### src/rtl/pc_fetch_pkg.sv
// Shared types and default vectors for the fetch program-counter unit.
// Imported by pc_fetch_ctrl and pc_redirect_arb.
package pc_fetch_pkg;

    typedef enum logic [1:0] {
        BOOT,
        RUN,
        HALT
    } state_e;

    typedef enum logic [2:0] {
        RD_NONE,
        RD_TRAP,
        RD_MRET,
        RD_MISALIGN,
        RD_BRANCH,
        RD_SEQ
    } redirect_src_e;

    localparam logic [31:0] DEF_RESET_VEC = 32'h0040_0000;
    localparam logic [31:0] DEF_TRAP_VEC  = 32'h0040_0100;

    // Sources that discard the in-flight fetch stream.
    function automatic logic is_redirect(input redirect_src_e src);
        return (src == RD_TRAP) || (src == RD_MRET) ||
               (src == RD_MISALIGN) || (src == RD_BRANCH);
    endfunction

endpackage

### src/rtl/pc_redirect_arb.sv
// Combinational priority encoder choosing the next fetch PC: trap > mret > misaligned branch > branch > sequential.
// Zero latency; no backpressure of its own, the sequential step only happens when the fetch handshake fires.
module pc_redirect_arb
    import pc_fetch_pkg::*;
#(
    parameter int              XLEN     = 32,
    parameter logic [XLEN-1:0] TRAP_VEC = XLEN'(DEF_TRAP_VEC),
    parameter int              IALIGN   = 4
) (
    input  logic            trap_req_i,
    input  logic            mret_i,
    input  logic            br_taken_i,
    input  logic [XLEN-1:0] br_target_i,
    input  logic            fetch_fire_i,
    input  logic [XLEN-1:0] pc_i,
    input  logic [XLEN-1:0] epc_i,
    output redirect_src_e   src_o,
    output logic [XLEN-1:0] next_pc_o
);

    logic br_misaligned;

    assign br_misaligned = (br_target_i & XLEN'(IALIGN - 1)) != '0;

    always_comb begin
        src_o     = RD_NONE;
        next_pc_o = pc_i;
        if (trap_req_i) begin
            src_o     = RD_TRAP;
            next_pc_o = TRAP_VEC;
        end else if (mret_i) begin
            src_o     = RD_MRET;
            next_pc_o = epc_i;
        end else if (br_taken_i && br_misaligned) begin
            src_o     = RD_MISALIGN;
            next_pc_o = TRAP_VEC;
        end else if (br_taken_i) begin
            src_o     = RD_BRANCH;
            next_pc_o = br_target_i;
        end else if (fetch_fire_i) begin
            src_o     = RD_SEQ;
            next_pc_o = pc_i + XLEN'(IALIGN);
        end
    end

endmodule

### src/rtl/pc_fetch_ctrl.sv
// Fetch PC register with redirect/trap/mret handling and a BOOT/RUN/HALT debug state machine.
// Redirects land on the next edge with a one-cycle flush; if_pc holds while if_valid && !if_ready.
module pc_fetch_ctrl
    import pc_fetch_pkg::*;
#(
    parameter int              XLEN      = 32,
    parameter logic [XLEN-1:0] RESET_VEC = XLEN'(DEF_RESET_VEC),
    parameter logic [XLEN-1:0] TRAP_VEC  = XLEN'(DEF_TRAP_VEC),
    parameter int              IALIGN    = 4
) (
    input  logic            clk,
    input  logic            rst_n,
    output logic            if_valid,
    input  logic            if_ready,
    output logic [XLEN-1:0] if_pc,
    input  logic            br_taken,
    input  logic [XLEN-1:0] br_target,
    input  logic [XLEN-1:0] br_pc,
    input  logic            trap_req,
    input  logic [XLEN-1:0] trap_pc,
    input  logic            mret,
    input  logic            halt_req,
    input  logic            resume,
    output logic            flush,
    output logic [XLEN-1:0] epc,
    output logic            misalign,
    output logic [XLEN-1:0] tval,
    output logic            halted
);

    state_e          state_q, state_d;
    logic [XLEN-1:0] pc_q, pc_d;
    logic [XLEN-1:0] epc_q, epc_d;
    logic [XLEN-1:0] tval_q, tval_d;
    logic            flush_q, flush_d;
    logic            misalign_q, misalign_d;

    redirect_src_e   arb_src;
    logic [XLEN-1:0] arb_pc;

    pc_redirect_arb #(
        .XLEN     (XLEN),
        .TRAP_VEC (TRAP_VEC),
        .IALIGN   (IALIGN)
    ) u_arb (
        .trap_req_i   (trap_req),
        .mret_i       (mret),
        .br_taken_i   (br_taken),
        .br_target_i  (br_target),
        .fetch_fire_i (if_valid && if_ready),
        .pc_i         (pc_q),
        .epc_i        (epc_q),
        .src_o        (arb_src),
        .next_pc_o    (arb_pc)
    );

    always_comb begin
        state_d    = state_q;
        pc_d       = pc_q;
        epc_d      = epc_q;
        tval_d     = tval_q;
        flush_d    = 1'b0;
        misalign_d = 1'b0;
        case (state_q)
            BOOT: state_d = RUN;
            RUN: begin
                pc_d    = arb_pc;
                flush_d = is_redirect(arb_src);
                if (arb_src == RD_TRAP) begin
                    epc_d = trap_pc;
                end
                if (arb_src == RD_MISALIGN) begin
                    epc_d      = br_pc;
                    tval_d     = br_target;
                    misalign_d = 1'b1;
                end
                // An accepted fetch still retires its sequential step on the halting cycle.
                if (halt_req && !is_redirect(arb_src)) begin
                    state_d = HALT;
                end
            end
            HALT: begin
                if (resume && !halt_req) begin
                    state_d = RUN;
                end
            end
            default: state_d = BOOT;
        endcase
    end

    always_ff @(posedge clk or negedge rst_n) begin
        if (!rst_n) begin
            state_q    <= BOOT;
            pc_q       <= RESET_VEC;
            epc_q      <= RESET_VEC;
            tval_q     <= '0;
            flush_q    <= 1'b0;
            misalign_q <= 1'b0;
        end else begin
            state_q    <= state_d;
            pc_q       <= pc_d;
            epc_q      <= epc_d;
            tval_q     <= tval_d;
            flush_q    <= flush_d;
            misalign_q <= misalign_d;
        end
    end

    assign if_valid = (state_q == RUN);
    assign halted   = (state_q == HALT);
    assign if_pc    = pc_q;
    assign flush    = flush_q;
    assign misalign = misalign_q;
    assign epc      = epc_q;
    assign tval     = tval_q;

endmodule

### config.mk
export PLATFORM = sky130hd
export DESIGN_NAME = pc_fetch_ctrl
export DESIGN_NICKNAME = d
export VERILOG_FILES = /design/src/rtl/pc_fetch_pkg.sv /design/src/rtl/pc_redirect_arb.sv /design/src/rtl/pc_fetch_ctrl.sv
export SDC_FILE = /design/constraint.sdc
export NUM_CORES = 1
export LEC_CHECK = 0
export ABC_CLOCK_PERIOD_IN_PS = 2000
export BUFFER_PORTS_ARGS = -buffer_cell sky130_fd_sc_hd__buf_2
export CAP_MARGIN = 20
export CORE_UTILIZATION = 45
export DETAILED_ROUTE_END_ITERATION = 7
export PLACE_DENSITY = 0.78
export SETUP_SLACK_MARGIN = 0.15
export SLEW_MARGIN = 10
export SYNTH_ARGS = -nofsm -noshare
export SYNTH_HDL_FRONTEND = slang
export SYNTH_SLANG_ARGS = --single-unit
### constraint.sdc
create_clock -name clk -period 2 [get_ports clk]
set_input_delay 0.6 -clock clk [delete_from_list [all_inputs] [get_ports clk]]
set_output_delay 0.6 -clock clk [all_outputs]
set_load 0.02 [all_outputs]
==> flow_metrics.env <==
export IMPL_avgSynthCellArea_um2=9.73
export IMPL_synth_top_family_by_area="simple AND/OR/NAND/NOR gates"
export IMPL_grtUsageTotal_pct=27.6
export IMPL_synthMuxAreaShare_pct=12.6
export IMPL_path_buf_inv=2
export IMPL_worstSetupPathType="reg -> out"
export IMPL_fin_crit_ps=1820
export IMPL_place_inst=920
export IMPL_drt_antenna_violating_nets=0
export IMPL_synth_seq_cells=100
export IMPL_numCtsBuffers=9
export IMPL_outcome="finished with violations"
export IMPL_drt_iter0_markers=384
export IMPL_drtPass1Iterations=7
export IMPL_final_util_pct=63.8
export IMPL_fmax_mhz=550
export IMPL_end_kind="output port"
export IMPL_r2r_start="if_pc[18]$_DFFE_PN0P_"
export IMPL_final_net_count=900
export IMPL_cp_max_fo=4
export IMPL_crit_arrival_ps=1220
export IMPL_routabilityCongestion=0.903
export IMPL_synth_area_leaders="dfrtp_1, mux2_2, mux2i_1"
export IMPL_die_h_um=112
export IMPL_ys_dominant_reg_cell="dfrtp_1"
export IMPL_die_w_um=112
export IMPL_grt_ovfl_total=0
export IMPL_grt_max_degree=45
export IMPL_wire_per_inst_um=18.3
export IMPL_antenna_cells=0
export IMPL_wl_um=17300
export IMPL_drive_gt1_share_pct=42.4
export IMPL_cp_startpoint="state_q[1]$_DFFE_PN0P_"
export IMPL_port_buffer_count=203
export IMPL_clkSlewWorstSetupHoldPaths_ps=70
export IMPL_ys_seq_area_share_pct=45.8
export IMPL_path_cells="buf_4 -> nor2b_2 -> buf_4"
export IMPL_cts_num_sinks=100
export IMPL_synth_top_area_share_pct=44.9
export IMPL_start_util_pct=47.1
export IMPL_htree_levels=3
export IMPL_core_um2=11600
export IMPL_dp_hpwl_um=13100
export IMPL_hp_class="in -> async"
export IMPL_worstSetupPathDepth=3
export IMPL_async_flop_share_pct=100
export IMPL_synth_compound_area_share_pct=17.8
export IMPL_finalSetupViolCount=0
export IMPL_place_ws_ps=-23.9
export IMPL_yosysMostFrequentCell="dfrtp_1"
export IMPL_cp_endpoint="halted"
export IMPL_p_leak_nw=3.44
export IMPL_p_per_area_nw_per_um2=917
export IMPL_critPathLaunchType="flip-flop"
export IMPL_syn_area_um2=5470
export IMPL_cp_common_cell="buf_4"
export IMPL_crit_required_ps=1400
export IMPL_cts_buffer_depth=2
export IMPL_dieArea_um2=12600
export IMPL_syn_to_final_growth_pct=35.6
export IMPL_synth_cell_types=68
export IMPL_finClkSkew_ps=4.39
export IMPL_cp_top_family="flip-flops"
export IMPL_relSlewSlack_pct=77.5
export IMPL_ctsHoldBuffers=0
export IMPL_synth_edff_count=0
export IMPL_fin_ws_ps=183
export IMPL_row_count=39
export IMPL_violations="DRC"
export IMPL_hold_violations=0
export IMPL_max_stage_delay_ps=380
export IMPL_synthAdderAreaFrac_pct=0.229
export IMPL_ir_worst_vdd_v=0.000522
export IMPL_ys_warn_count=0
export IMPL_cpMaxStageDelayCell="dfrtp_1"
export IMPL_vias=5407
export IMPL_grt_pass1_wl_um=27000
export IMPL_tightest_slew_ps=334
export IMPL_viasPerCell=5.73
export IMPL_cts_root_buf="clkbuf_16"
export IMPL_final_cells=943
export IMPL_syn_num_nets=667
export IMPL_yosys_area_share_simple_pct=18.0
export IMPL_drc=11
export IMPL_synth_common_cells="dfrtp_1, nand2_1, o21ai_0, mux2i_1, mux2_2"
export IMPL_synth_top_area_cell="dfrtp_1"
export IMPL_r2r_end="if_pc[20]$_DFFE_PN0P_"
export IMPL_cap_violations=0
export IMPL_maxSlewViolCount=0
export IMPL_worst_skew_pair_late_latency_ps=350
export IMPL_cts_tree="built"
export IMPL_rrSetupSlack_ps=200
export IMPL_antenna_found_initial=0
export IMPL_ios=204
export IMPL_synth_xor_xnor_area_share_pct=1.60
export IMPL_grt_pass1_vias=5132
export IMPL_ff2ff_path_depth=5
export IMPL_syn_instance_count=562
export IMPL_rsz0062_at_grt="no"
export IMPL_fin_crit_sh_pct=90.9
==> power by group <==
part	internal [mW]	switching, mW	leakage [nW]
Sequential	2.41	0.339	1.23
Combinational	0.840	1.22	2.06
Clock	1.22	0.766	0.155
Total	4.47	2.33	3.44
==> flip-flops by register name (all words and copies together) (netlist names) <==
signal	cells
epc	32
if_pc	32
tval	32
state_q	2
flush	1
misalign	1
==> layout make-up <==
cell class	instances	area, um2
Clock inverter	6	113
Inverter	9	33.8
Timing Repair Buffer	257	1550
Sequential cell	100	2510
Fill cell	996	4200
Multi-Input combinational cell	418	2790
Tap cell	143	179
Clock buffer	10	229
==> cell families after synthesis <==
kind of cell / Yosys count
xor gates and xnor gates: 10
DFF: 100
AOI/OAI and AO/OA: 153
adders and majority gates: 1
muxes: 65
and+or+nand+nor: 189
buffers and inverters: 44
==> worst min path at each step <==
stage | from | endpoint | slack [ps] | cells past startpoint
global placement | rst_n | epc[6]$_DFFE_PN0P_ | 470 | 1
CTS | rst_n | epc[6]$_DFFE_PN0P_ | 100 | 1
finish | rst_n | epc[6]$_DFFE_PN0P_ | 100 | 1
global route | rst_n | epc[9]$_DFFE_PN0P_ | 100 | 1
floorplan | rst_n | epc[0]$_DFFE_PN0P_ | 300 | 0
detailed placement | rst_n | epc[6]$_DFFE_PN0P_ | 470 | 1
==> placed cells by master (no fill, tap or decap), types with 5 or more instances in the layout <==
| master | instances |
|---|---|
| nand2b_1 | 9 |
| mux2i_1 | 33 |
| o21ai_0 | 47 |
| nand4_1 | 9 |
| buf_2 | 200 |
| clkbuf_16 | 10 |
| nand2_1 | 77 |
| inv_1 | 7 |
| mux2_2 | 32 |
| a21oi_1 | 29 |
| a31oi_1 | 5 |
| o21ai_1 | 17 |
| dfrtp_2 | 6 |
| nor3_1 | 15 |
| buf_4 | 47 |
| dfrtp_1 | 92 |
| a22o_1 | 5 |
| buf_12 | 8 |
| nor2_1 | 23 |
| nand3_1 | 16 |
| xnor2_1 | 7 |
| a22oi_1 | 6 |
| and3_1 | 5 |
| o211ai_1 | 5 |
==> per-layer routing <==
| metal | part of all wire [%] | wire length (um) | up-vias | global-route usage, % |
|---|---|---|---|---|
| met1 | 43 | 7520 | 2591 | 38.5 |
| met5 | 0 | 0 | - | 0 |
| met4 | 1.8 | 305 | 0 | 9.51 |
| met2 | 47 | 8130 | 275 | 43.4 |
| met3 | 7.7 | 1330 | 22 | 5.08 |
| li1 | - | - | 2519 | - |
==> repair_timing <==
item	4_1_cts	5_1_grt
cloned	0	1
setup endpoints to repair	26	16
pin swaps	1	4
setup buffers	1	5
gates resized for setup	5	15
==> metrics by stage <==
| stage | instance area (um2) | power (mW) | hold WS, ps | TNS, ps |
|---|---|---|---|---|
| global route | 7410 | 7.12 | 102 | 0 |
| finish | 7410 | 6.80 | 103 | 0 |
| detailed placement | 6950 | 4.81 | 472 | -436 |
| floorplan | 5470 | 3.88 | 304 | 0 |
| global placement | 6950 | 4.73 | 467 | 0 |
| CTS | 7320 | 6.82 | 96.9 | 0 |
No activity file was read; power rests on OpenSTA's default activity.
